### src/rtl/fft_reorder.sv
// rtl/fft_reorder.sv - ping-pong bit-reversal to natural-order output reorder buffer
module fft_reorder #(
    parameter int N     = 32,
    parameter int WIDTH = 9
) (
    input  logic             clk,
    input  logic             rst_n,
    input  logic             di_en,
    input  logic [WIDTH-1:0] di_re,
    input  logic [WIDTH-1:0] di_im,
    output logic             do_en,
    output logic [WIDTH-1:0] do_re,
    output logic [WIDTH-1:0] do_im
);

    localparam int LOG2N = $clog2(N);
    localparam logic [LOG2N-1:0] LAST = LOG2N'(N - 1);

    typedef enum logic {S_IDLE, S_READ} state_t;

    function automatic logic [LOG2N-1:0] bitrev(input logic [LOG2N-1:0] v);
        logic [LOG2N-1:0] r;
        for (int i = 0; i < LOG2N; i++) begin
            r[i] = v[LOG2N-1-i];
        end
        return r;
    endfunction

    logic [2*WIDTH-1:0] mem_q [0:1][0:N-1];

    state_t           state_q, state_d;
    logic [LOG2N-1:0] wcnt_q, wcnt_d;
    logic [LOG2N-1:0] rcnt_q, rcnt_d;
    logic             wbank_q, wbank_d;
    logic             rbank_q, rbank_d;
    logic             rdy_q, rdy_d;
    logic             rdy_bank_q, rdy_bank_d;
    logic             do_en_q, do_en_d;
    logic [WIDTH-1:0] do_re_q, do_re_d;
    logic [WIDTH-1:0] do_im_q, do_im_d;

    // Sample memory carries no reset; a stale bank is never read before it is refilled.
    always_ff @(posedge clk) begin
        if (di_en) begin
            mem_q[wbank_q][bitrev(wcnt_q)] <= {di_re, di_im};
        end
    end

    always_comb begin
        wcnt_d     = wcnt_q;
        wbank_d    = wbank_q;
        rdy_d      = 1'b0;
        rdy_bank_d = rdy_bank_q;
        if (di_en) begin
            wcnt_d = wcnt_q + LOG2N'(1);
            if (wcnt_q == LAST) begin
                wbank_d    = ~wbank_q;
                rdy_d      = 1'b1;
                rdy_bank_d = wbank_q;
            end
        end
    end

    // The registered frame-ready pulse gives the two-edge latency and lands exactly on
    // the final read edge when frames arrive back to back.
    always_comb begin
        state_d = state_q;
        rcnt_d  = rcnt_q;
        rbank_d = rbank_q;
        do_en_d = 1'b0;
        do_re_d = '0;
        do_im_d = '0;
        case (state_q)
            S_IDLE: begin
                if (rdy_q) begin
                    state_d = S_READ;
                    rbank_d = rdy_bank_q;
                    rcnt_d  = '0;
                end
            end
            S_READ: begin
                do_en_d            = 1'b1;
                {do_re_d, do_im_d} = mem_q[rbank_q][rcnt_q];
                rcnt_d             = rcnt_q + LOG2N'(1);
                if (rcnt_q == LAST) begin
                    if (rdy_q) begin
                        rbank_d = ~rbank_q;
                        rcnt_d  = '0;
                    end else begin
                        state_d = S_IDLE;
                    end
                end
            end
            default: state_d = S_IDLE;
        endcase
    end

    always_ff @(posedge clk or negedge rst_n) begin
        if (!rst_n) begin
            state_q    <= S_IDLE;
            wcnt_q     <= '0;
            rcnt_q     <= '0;
            wbank_q    <= 1'b0;
            rbank_q    <= 1'b0;
            rdy_q      <= 1'b0;
            rdy_bank_q <= 1'b0;
            do_en_q    <= 1'b0;
            do_re_q    <= '0;
            do_im_q    <= '0;
        end else begin
            state_q    <= state_d;
            wcnt_q     <= wcnt_d;
            rcnt_q     <= rcnt_d;
            wbank_q    <= wbank_d;
            rbank_q    <= rbank_d;
            rdy_q      <= rdy_d;
            rdy_bank_q <= rdy_bank_d;
            do_en_q    <= do_en_d;
            do_re_q    <= do_re_d;
            do_im_q    <= do_im_d;
        end
    end

    assign do_en = do_en_q;
    assign do_re = do_re_q;
    assign do_im = do_im_q;

endmodule

### config.mk
export PLATFORM = sky130hd
export DESIGN_NAME = fft_reorder
export DESIGN_NICKNAME = d
export VERILOG_FILES = /design/src/rtl/fft_reorder.sv
export SDC_FILE = /design/constraint.sdc
export NUM_CORES = 1
export LEC_CHECK = 0
export BUFFER_PORTS_ARGS = -buffer_cell sky130_fd_sc_hd__clkbuf_2
export CORE_UTILIZATION = 55
export CTS_CLUSTER_DIAMETER = 50
export DETAILED_ROUTE_END_ITERATION = 6
export PLACE_DENSITY = 0.85
export SLEW_MARGIN = 30
export SYNTH_ARGS = -nofsm -noshare
export SYNTH_HDL_FRONTEND = slang
export SYNTH_SLANG_ARGS = --single-unit
### constraint.sdc
create_clock -name clk -period 2.1 [get_ports clk]
set_input_delay 0.63 -clock clk [delete_from_list [all_inputs] [get_ports clk]]
set_output_delay 0.63 -clock clk [all_outputs]
set_load 0.005 [all_outputs]
== After elaboration in Yosys (flattened, before gate mapping) ==
Memory sizes are Yosys's and may differ from the RTL's.
Index checks and enable logic that the tools add are counted.

* Register bits: 34
* Word-level logic and storage cells: 52
* Memories kept: 1
* Bits in writable memories: 1,152

* Magnitude comparators: 3
* Equal/unequal tests: 5
* Multiplexer cells: 23
* Add/subtract/negate cells: 2
* Bitwise operators: 5
* Reduce and logical (&&, ||, !) cells: 3

{| class="wikitable"
|+ Memories
! name !! words !! bits a word !! rd ports !! clocked after memory_dff !! write ports !! RTL line !! source
|-
| mem_q || 2 || 576 || 1 || 0 || 1 || 29 || <nowiki>logic [2*WIDTH-1:0] mem_q [0:1][0:N-1];</nowiki>
|}

{| class="wikitable"
|+ Operators by type and width
! operator !! number
|-
| 576-bit 2-to-1 mux || 1
|-
| 18-bit binary-select mux with 5-bit select || 1
|-
| 18-bit demux with 5-bit select || 1
|-
| 18-bit 2-to-1 mux || 3
|-
| 9-bit 2-to-1 mux || 2
|-
| 5-bit 2-to-1 mux || 3
|-
| 6-bit >= comparator (second input constant) || 2
|-
| 5-bit inverter with 6-bit output || 2
|-
| 5-bit by 1-bit adder with 5-bit output (second input constant) || 2
|-
| 5-bit == test (second input constant) || 2
|-
| 5-bit case mux with 2 select lines || 1
|-
| 1-bit 2-to-1 mux || 9
|-
| 6-bit by 1-bit < comparator with 1-bit output (second input constant) || 1
|-
| 2-bit by 1-bit inequality test with 1-bit output (second input constant) || 2
|-
| 1-bit case mux with 2 select lines || 2
|-
| 1-bit inverter || 3
|-
| 3-bit AND reduction || 1
|-
| 2-bit inequality test (second input constant) || 1
|-
| 2-bit AND reduction || 1
|-
| 1-bit logical AND || 1
|}

== Depth between registers and ports, before layout ==
Gate-level depths: netlist of the first run.

* Depth in word-level cells: 6
* Depth in mapped cells: 10
* Depth with buffers taken out: 6

== Least setup slack after synthesis of the first run ==
Ideal clock, no wire load.

* Path type: input to register
* Start point: input port di_en
* End point: memory mem_q[0][162] in the netlist's numbering, enable pin
* Cell stages on the path: 3
* Buffers on the path: 1
* Data arrival time: 2.005 ns
* Library setup time: 0.393 ns
* Required time: 1.707 ns
* Slack: -0.297 ns
* Path through: buf_1 nand3_1 nor2_1

* Cells in the longest elaborated chain, start to end: 2

{| class="wikitable"
|+ Ends and longest elaborated chain
! element !! RTL line !! source
|-
| start, declared || 8 || <nowiki>input logic di_en,</nowiki>
|-
| 1-bit 2-to-1 mux || 44 || <nowiki>if (di_en) begin</nowiki>
|-
| 576-bit 2-to-1 mux (not written as such) || 45 || <nowiki>mem_q[wbank_q][bitrev(wcnt_q)] <= {di_re, di_im};</nowiki>
|-
| end, declared || 29 ||
|}

Every way passes these cells.

== Final worst setup path of the first run ==
* Start point: register rbank_q
* End point: register do_re_q[7], in the netlist do_re[7]

* Cells in the longest elaborated chain, start to end: 5

{| class="wikitable"
|+ Ends and longest elaborated chain
! element !! RTL line !! source
|-
| start, declared || 35 || <nowiki>logic rbank_q, rbank_d;</nowiki>
|-
| start signal, assigned || 115 || <nowiki>rbank_q <= rbank_d;</nowiki>
|-
| memory read 2 x 576 bit || n/a ||
|-
| 18-bit binary-select mux with 5-bit select || 83 || <nowiki>{do_re_d, do_im_d} = mem_q[rbank_q][rcnt_q];</nowiki>
|-
| 18-bit 2-to-1 mux (not written as such) (2 in series) || 83 ||
|-
| 9-bit 2-to-1 mux || 73 || <nowiki>case (state_q)</nowiki>
|-
| via do_re_d[7] || 39 || <nowiki>logic [WIDTH-1:0] do_re_q, do_re_d;</nowiki>
|-
| end signal, assigned || 119 || <nowiki>do_re_q <= do_re_d;</nowiki>
|-
| end, declared || 39 ||
|}

The timed path passes the listed nets, and every way through them passes these cells. The select of a mux whose other input is x is not followed.
A chain may end at the register's enable or synchronous reset.

==> results.yml, run 1 <==
synthesis:
  synth-adder-area-share_pct: 0.2483
  synth_area_leaders: "edfxtp_1, mux4_2, dfrtp_1"
  avgSynthCellArea_um2: 21.59
  yosysWarningCount: 0
  syn-num-nets: 2130
  synth.largest_area_cell: "edfxtp_1"
  synth_xor_area_share_pct: 0.07725
  synthArstFlopShare_pct: 2.867
  syn_area_um2: 45350
  ys_seq_elements: 1186
  synth.distinct_cells: 39
  synth_edf_count: 1152
  muxShareOfSynthArea_pct: 14.22
  synthSimpleGateAreaFrac_pct: 1.603
  synth_top_family_by_area: "multiplexers"
  synth_compound_area_share_pct: 4.072
  synth_top_area_share_pct: 76.28
  synthCells: 2100
  yosysSeqAreaShare_pct: 78.16
  synth_ff_type: "edfxtp_1"
worst_setup_path:
  cp_max_fo: 9
  crit_buf_inv: 5
  crit_cells: 10
  critical-path-top-delay-family: "compound AO/OA/AOI/OAI gates"
  crit_path_start: "rbank_q$_DFFE_PN0P_"
  slowest_delay_ns: 0.52
  path_cells: "buf_4 -> buf_8 -> buf_12 -> buf_12 -> buf_4 -> mux2i_1 -> o221ai_1 -> a21oi_2 -> a21oi_1 -> a22o_1"
  critPathCaptureType: "flip-flop"
  r2r_cells: 10
  r2r-end: "do_re[7]$_DFF_PN0_"
  endpoint: "do_re[7]$_DFF_PN0_"
  worstPathRequired_ns: 2.73
  crit_arrival_ns: 3.27
  timing.rr.start: "rbank_q$_DFFE_PN0P_"
  cp_slowest_cell: "a21oi_1"
  path_class: "flip-flop to flip-flop"
  worstSetupStartpointType: "flip-flop"
  r2r_slack_ns: -0.54
final_layout:
  fill_cells: 4385
  postLayoutCoreUtil_pct: 67.98
  syn2layout_area_growth_pct: 21.53
  final_common_cell: "edfxtp_1"
  layout.nets: 2502
  final_layout_size_suffix_gt1_share_pct: 38.47
  final_cell_mix: "edfxtp_1, mux4_2, buf_4"
  fin_cells: 3634
  multi_input_area_um2: 10080
  seq_area_um2: 35460
detailed_routing:
  drtPass1Iterations: 6
  via_per_inst: 7.118
  routed_wl_mm: 135.5
  drc: 0
  post_drt_wl_per_cell_um: 37.27
  ant_nets: 0
  initialDrtViolationCount: 4235
  vias: 25870
sta:
  rsz0062_at_grt: "yes"
  max_freq_mhz: 378.2
  fin_setup_tns_ns: -25.62
  max_slew.worst_pin.slew_ns: 0.9251
  relSlewSlack_pct: 38.33
  slew_viol_final: 0
  finalHoldViolCount: 0
  setup_slack_ns: -0.5443
  setup_viol: 281
  min_period_ns: 2.644
  period_share_pct: 125.9
  finalClockSkew_ns: 0.03773
hold_path:
  min-delay-path-class: "input pin to flip-flop"
cts:
  insertion_delay_ns: 0.70
  h-tree-depth: 3
  cts_buffers: 113
  clkTransAtPathRegs_ns: 0.07
  clock_tree.root_cell: "clkbuf_16"
  cts.sinks: 1186
  cts_tree: "built"
  cts.path.max_buffers: 3
power:
  p_per_area_nw_per_um2: 1225
  power.leakage_uw: 0.01753
  vdd_ir_drop_max_mv: 0.8040
die:
  row_count: 104
  initial_core_util_pct: 55.94
  die_h_um: 289.1
  core_area_um2: 81070
  die-area_um2: 83600
  num_io_pins: 40
  die_x_um: 289.1
placement:
  dp_slack_ns: -0.6283
  io_buffers: 39
  dpl.hpwl_mm: 66.54
  gp_congestion: 0.8773
  dp_cells: 3361
grt:
  grt_util_all_layers_pct: 30.99
  grt-ovfl-total: 0
  grt_max_degree: 65
  grt_pass1_vias: 25290
  grt_first_pass_wirelength_mm: 181.1
  antenna_found_initial: 3
outcome:
  violations: "setup timing"
  status: "finished with violations"
flow_run:
  drv_cap: 0
## cell families after synthesis
family,after synthesis
XOR/XNOR,4
adder cells (fa/ha/maj),9
AO/OA/AOI/OAI,245
multiplexers,362
AND/OR/NAND/NOR,167
buffers and inverters,127
flip-flops,1186
## power breakdown
group	internal [uW]	leakage [uW]	total, uW	switching, uW
Clock	11800	0.00181	21000	9180
Sequential	27000	0.0108	27600	586
Combinational	8220	0.00491	18900	10700
Total	47000	0.0175	67500	20500
## tightest hold or removal path, cell delays in order
cell	delay, ns
clkbuf_2	0.17
buf_4	0.23
o21ai_0	0.09
## per-layer routing
metal  GRT usage (%)  vias to the layer above  part of all wire [%]
li1                -                     9611                     -
met1           39.30                    12890                    31
met2           51.12                     2728                    48
met3           5.795                      631                    13
met4           16.75                        4                   7.7
met5               0                        -                 0.025
## Yosys cell counts, types with 35 or more instances
cell      instances
o221ai_1         37
nand2_1          51
mux2_2           60
clkbuf_1         58
a22oi_1          55
mux2i_1          72
mux4_2          216
nor2_1           68
edfxtp_1       1152
a21oi_1          42
a22o_1           35
## flip-flops by register name, summed over array words and instances (netlist names)
signal	cells
wcnt_q	5
do_en	1
rdy_bank_q	1
rcnt_q	5
wbank_q	1
do_im	9
do_re	9
rdy_q	1
state_q	1
rbank_q	1
mem_q	1152
## final cells by class
type | instances | share of cell area [%]
repair buffers | 377 | 8.100
clock buffers | 140 | 5.408
diodes | 3 | 0.01362
clock inverters | 74 | 1.405
multi-input cells | 787 | 18.29
inverters | 7 | 0.04768
well taps | 1060 | 2.406
flip-flops and latches | 1186 | 64.33
## what timing repair did
item                                    CTS  global route
gates resized for setup                 134            76
endpoints found under the setup margin   21            38
pin swaps                                30            41
cloned                                    5             4
hold endpoints to repair                  2             0
buffers inserted                         19            32
hold buffers                              1             0
## worst min-delay path by stage
stage | start | endpoint | depth (start not counted)
global route | di_en | wcnt_q[2]$_DFFE_PN0P_ | 3
finish | di_en | wcnt_q[1]$_DFFE_PN0P_ | 3
detailed placement | rdy_bank_q$_DFFE_PN0P_ | rdy_bank_q$_DFFE_PN0P_ | 1
floorplan | rst_n | do_en$_DFF_PN0_ | 0
global placement | rdy_bank_q$_DFFE_PN0P_ | rdy_bank_q$_DFFE_PN0P_ | 1
CTS | di_en | wcnt_q[2]$_DFFE_PN0P_ | 3
## per-stage QoR
stage	hold slack [ns]	total power (uW)	area, um^2
floorplan	0.3344	35950	45410
global placement	0.4999	42350	49660
detailed placement	0.5138	42990	49660
CTS	0.3931	65090	54420
global route	0.4560	68480	55110
finish	0.4596	67520	55110
Power figures use the tool's default switching activity.
==> inputs of run 2 (changes only) <==
--- a/config.mk
+++ b/config.mk
@@ -7,9 +7,10 @@
 export LEC_CHECK = 0
 export BUFFER_PORTS_ARGS = -buffer_cell sky130_fd_sc_hd__clkbuf_2
 export CORE_UTILIZATION = 55
+export CTS_BUF_LIST = sky130_fd_sc_hd__clkbuf_4 sky130_fd_sc_hd__clkbuf_8
 export CTS_CLUSTER_DIAMETER = 50
 export DETAILED_ROUTE_END_ITERATION = 6
-export PLACE_DENSITY = 0.85
+export PLACE_DENSITY = 0.82
 export SLEW_MARGIN = 30
 export SYNTH_ARGS = -nofsm -noshare
 export SYNTH_HDL_FRONTEND = slang
==> constraint.sdc (replaced) <==
create_clock -name clk -period 3.1 [get_ports clk]
set_input_delay 0.93 -clock clk [delete_from_list [all_inputs] [get_ports clk]]
set_output_delay 0.93 -clock clk [all_outputs]
set_load 0.005 [all_outputs]
==> run 2 against run 1 <==
Against the previous run:
- the flow now finishes without violations
- largest power group unchanged
- final cell count down 2.0%
- critical path depth decreased by 3
- largest cell class unchanged
- total power fell by 41%
- highest routed layer is now met4
- maximum frequency down 12%
==> results.yml, run 2 (synthesis gave the netlist of run 1 again) <==
cts:
  hold_buffers: 0
  cts_buffers: 178
  cts.sinks: 1186
  clock_tree.root_cell: "clkbuf_8"
  insertion_delay_ns: 0.84
  cts_tree: "built"
  cts.path.max_buffers: 3
  h-tree-depth: 4
  clkTransAtPathRegs_ns: 0.07
  postCtsSetupBuffers: 0
grt:
  grt_util_all_layers_pct: 25.77
  use_met3_pct: 6.220
  grt-ovfl-total: 0
  grt_pass1_vias: 23720
  grt_first_pass_wirelength_mm: 154.2
  met2_usage_pct: 40.77
  antenna_found_initial: 2
  grt_use_met1_pct: 34.74
  top_usage_layer: "met2"
  grt_max_degree: 91
sta:
  finalClockSkew_ns: 0.05848
  min_period_ns: 3.010
  max_freq_mhz: 332.2
  fin_setup_tns_ns: 0
  relSlewSlack_pct: 36.78
  finalHoldViolCount: 0
  setup_viol: 0
  rsz0062_at_grt: "no"
  slew_viol_final: 0
  period_share_pct: 97.09
  setup_slack_ns: 0.09014
  max_slew.worst_pin.slew_ns: 0.9484
power:
  p_comb_share_pct: 22.0
  p_seq_share_pct: 46.8
  power.leakage_uw: 0.01619
  clock_power_share_pct: 31.2
  vdd_ir_drop_max_mv: 0.7872
  p_per_area_nw_per_um2: 779.0
  power.internal_uw: 28440
  total_power_uw: 39930
  swShare_pct: 28.77
  p_switching_uw: 11490
worst_setup_path:
  crit_path_start: "rbank_q$_DFFE_PN0P_"
  cp_max_fo: 18
  crit_arrival_ns: 3.72
  r2r-end: "do_re[1]$_DFF_PN0_"
  critPathCaptureType: "flip-flop"
  worstSetupStartpointType: "flip-flop"
  r2r_slack_ns: 0.09
  timing.rr.start: "rbank_q$_DFFE_PN0P_"
  path_class: "flip-flop to flip-flop"
  worstPathRequired_ns: 3.81
  r2r_cells: 7
final_layout:
  final_design_area_no_fill_um2: 51260
  multi_input_area_um2: 9249
  final_layout_size_suffix_gt1_share_pct: 31.63
  largest_reg_flops: 1152
  syn2layout_area_growth_pct: 13.04
  final_cell_mix: "edfxtp_1, mux4_2, clkbuf_8"
  seq_area_um2: 35450
  final_common_cell: "edfxtp_1"
  postLayoutCoreUtil_pct: 63.23
  largest-register: "mem_q"
  layout.nets: 2387
  fill_cells: 5061
detailed_routing:
  via_per_inst: 6.492
  drc: 0
  routed_wl_mm: 105.5
  post_drt_wl_per_cell_um: 29.63
  initialDrtViolationCount: 3174
  ant_nets: 0
  drtPass1Iterations: 5
  vias: 23110
placement:
  dp_slack_ns: 0.08943
  dpl.hpwl_mm: 61.88
  io_buffers: 39
  placed_area_um2: 47730
  gp_congestion: 0.8514
die:
  die_x_um: 289.1
  die-area_um2: 83600
  num_io_pins: 40
  initial_core_util_pct: 55.94
  row_count: 104
  core_area_um2: 81070
  die_h_um: 289.1
outcome:
  status: "complete, no violations"
hold_path:
  min-delay-path-class: "input pin to async pin"
flow_run:
  drv_cap: 0
==> run 2: changes by cell type in the layout (fill, tap and decap cells not counted), sizes merged <==
cell         previous run  this run
dlygate4sd3             1         0
clkinv                 47        58
clkinvlp                8         2
inv                    12        19
buf                   332       158
bufbuf                  1         0
diode                   3         2
bufinv                 14         3
clkbuf                183       285
==> run 2: area by class of cell <==
| type | instances | area share [%] |
|---|---|---|
| multi-input combinational | 787 | 18.04 |
| clock buffer | 246 | 5.909 |
| sequential | 1186 | 69.16 |
| timing repair buffer | 197 | 3.312 |
| clock inverter | 75 | 0.9251 |
| tap | 1060 | 2.587 |
| inverter | 7 | 0.05126 |
| antenna | 2 | 0.009763 |
==> run 2: per-layer routing <==
metal | vias up | wire length, um
met5 | - | 0
met4 | 0 | 4027
met3 | 238 | 12060
met2 | 1590 | 51170
met1 | 11900 | 38210
li1 | 9385 | -
==> run 2: critical path, stage by stage (launching register included) <==
cell and delay (ns):
dfrtp_4 0.72, buf_12 0.26, buf_4 0.23, mux4_2 0.52, a211oi_1 0.56, buf_4 0.22
a31oi_1 0.10, a22o_1 0.26
==> run 2: metrics by stage <==
stage	cells	hold WS (ns)
5_1_grt	3559	0.2098
3_5_place_dp	3237	0.5035
3_3_place_gp	3237	0.4970
4_1_cts	3558	0.1389
6_report	3560	0.1857
2_1_floorplan	2100	0.4171
==> run 2: worst max path at each step <==
stage	endpoint	slack [ns]
2_1_floorplan	mem_q[0][162]$_DFFE_PP_	0.40
3_3_place_gp	do_re[6]$_DFF_PN0_	0.09
3_5_place_dp	do_re[6]$_DFF_PN0_	0.09
4_1_cts	do_re[1]$_DFF_PN0_	0.09
5_1_grt	do_re[1]$_DFF_PN0_	0.06
6_report	do_re[1]$_DFF_PN0_	0.09
==> run 2: power groups by stage <==
| stage | sequential [uW] | clock, uW | combinational (uW) |
|---|---|---|---|
| 3_5_place_dp | 19000 | 0 | 8600 |
| 6_report | 18700 | 12500 | 8770 |
| 2_1_floorplan | 18800 | 0 | 5560 |
| 5_1_grt | 18700 | 13200 | 9160 |
| 4_1_cts | 18700 | 12600 | 8660 |
| 3_3_place_gp | 19000 | 0 | 8370 |
==> run 2: what timing repair did <==
item | CTS | global route
gates resized for setup | 0 | 4
setup endpoints to repair | 0 | 4
endpoints found under the hold margin | 0 | 0
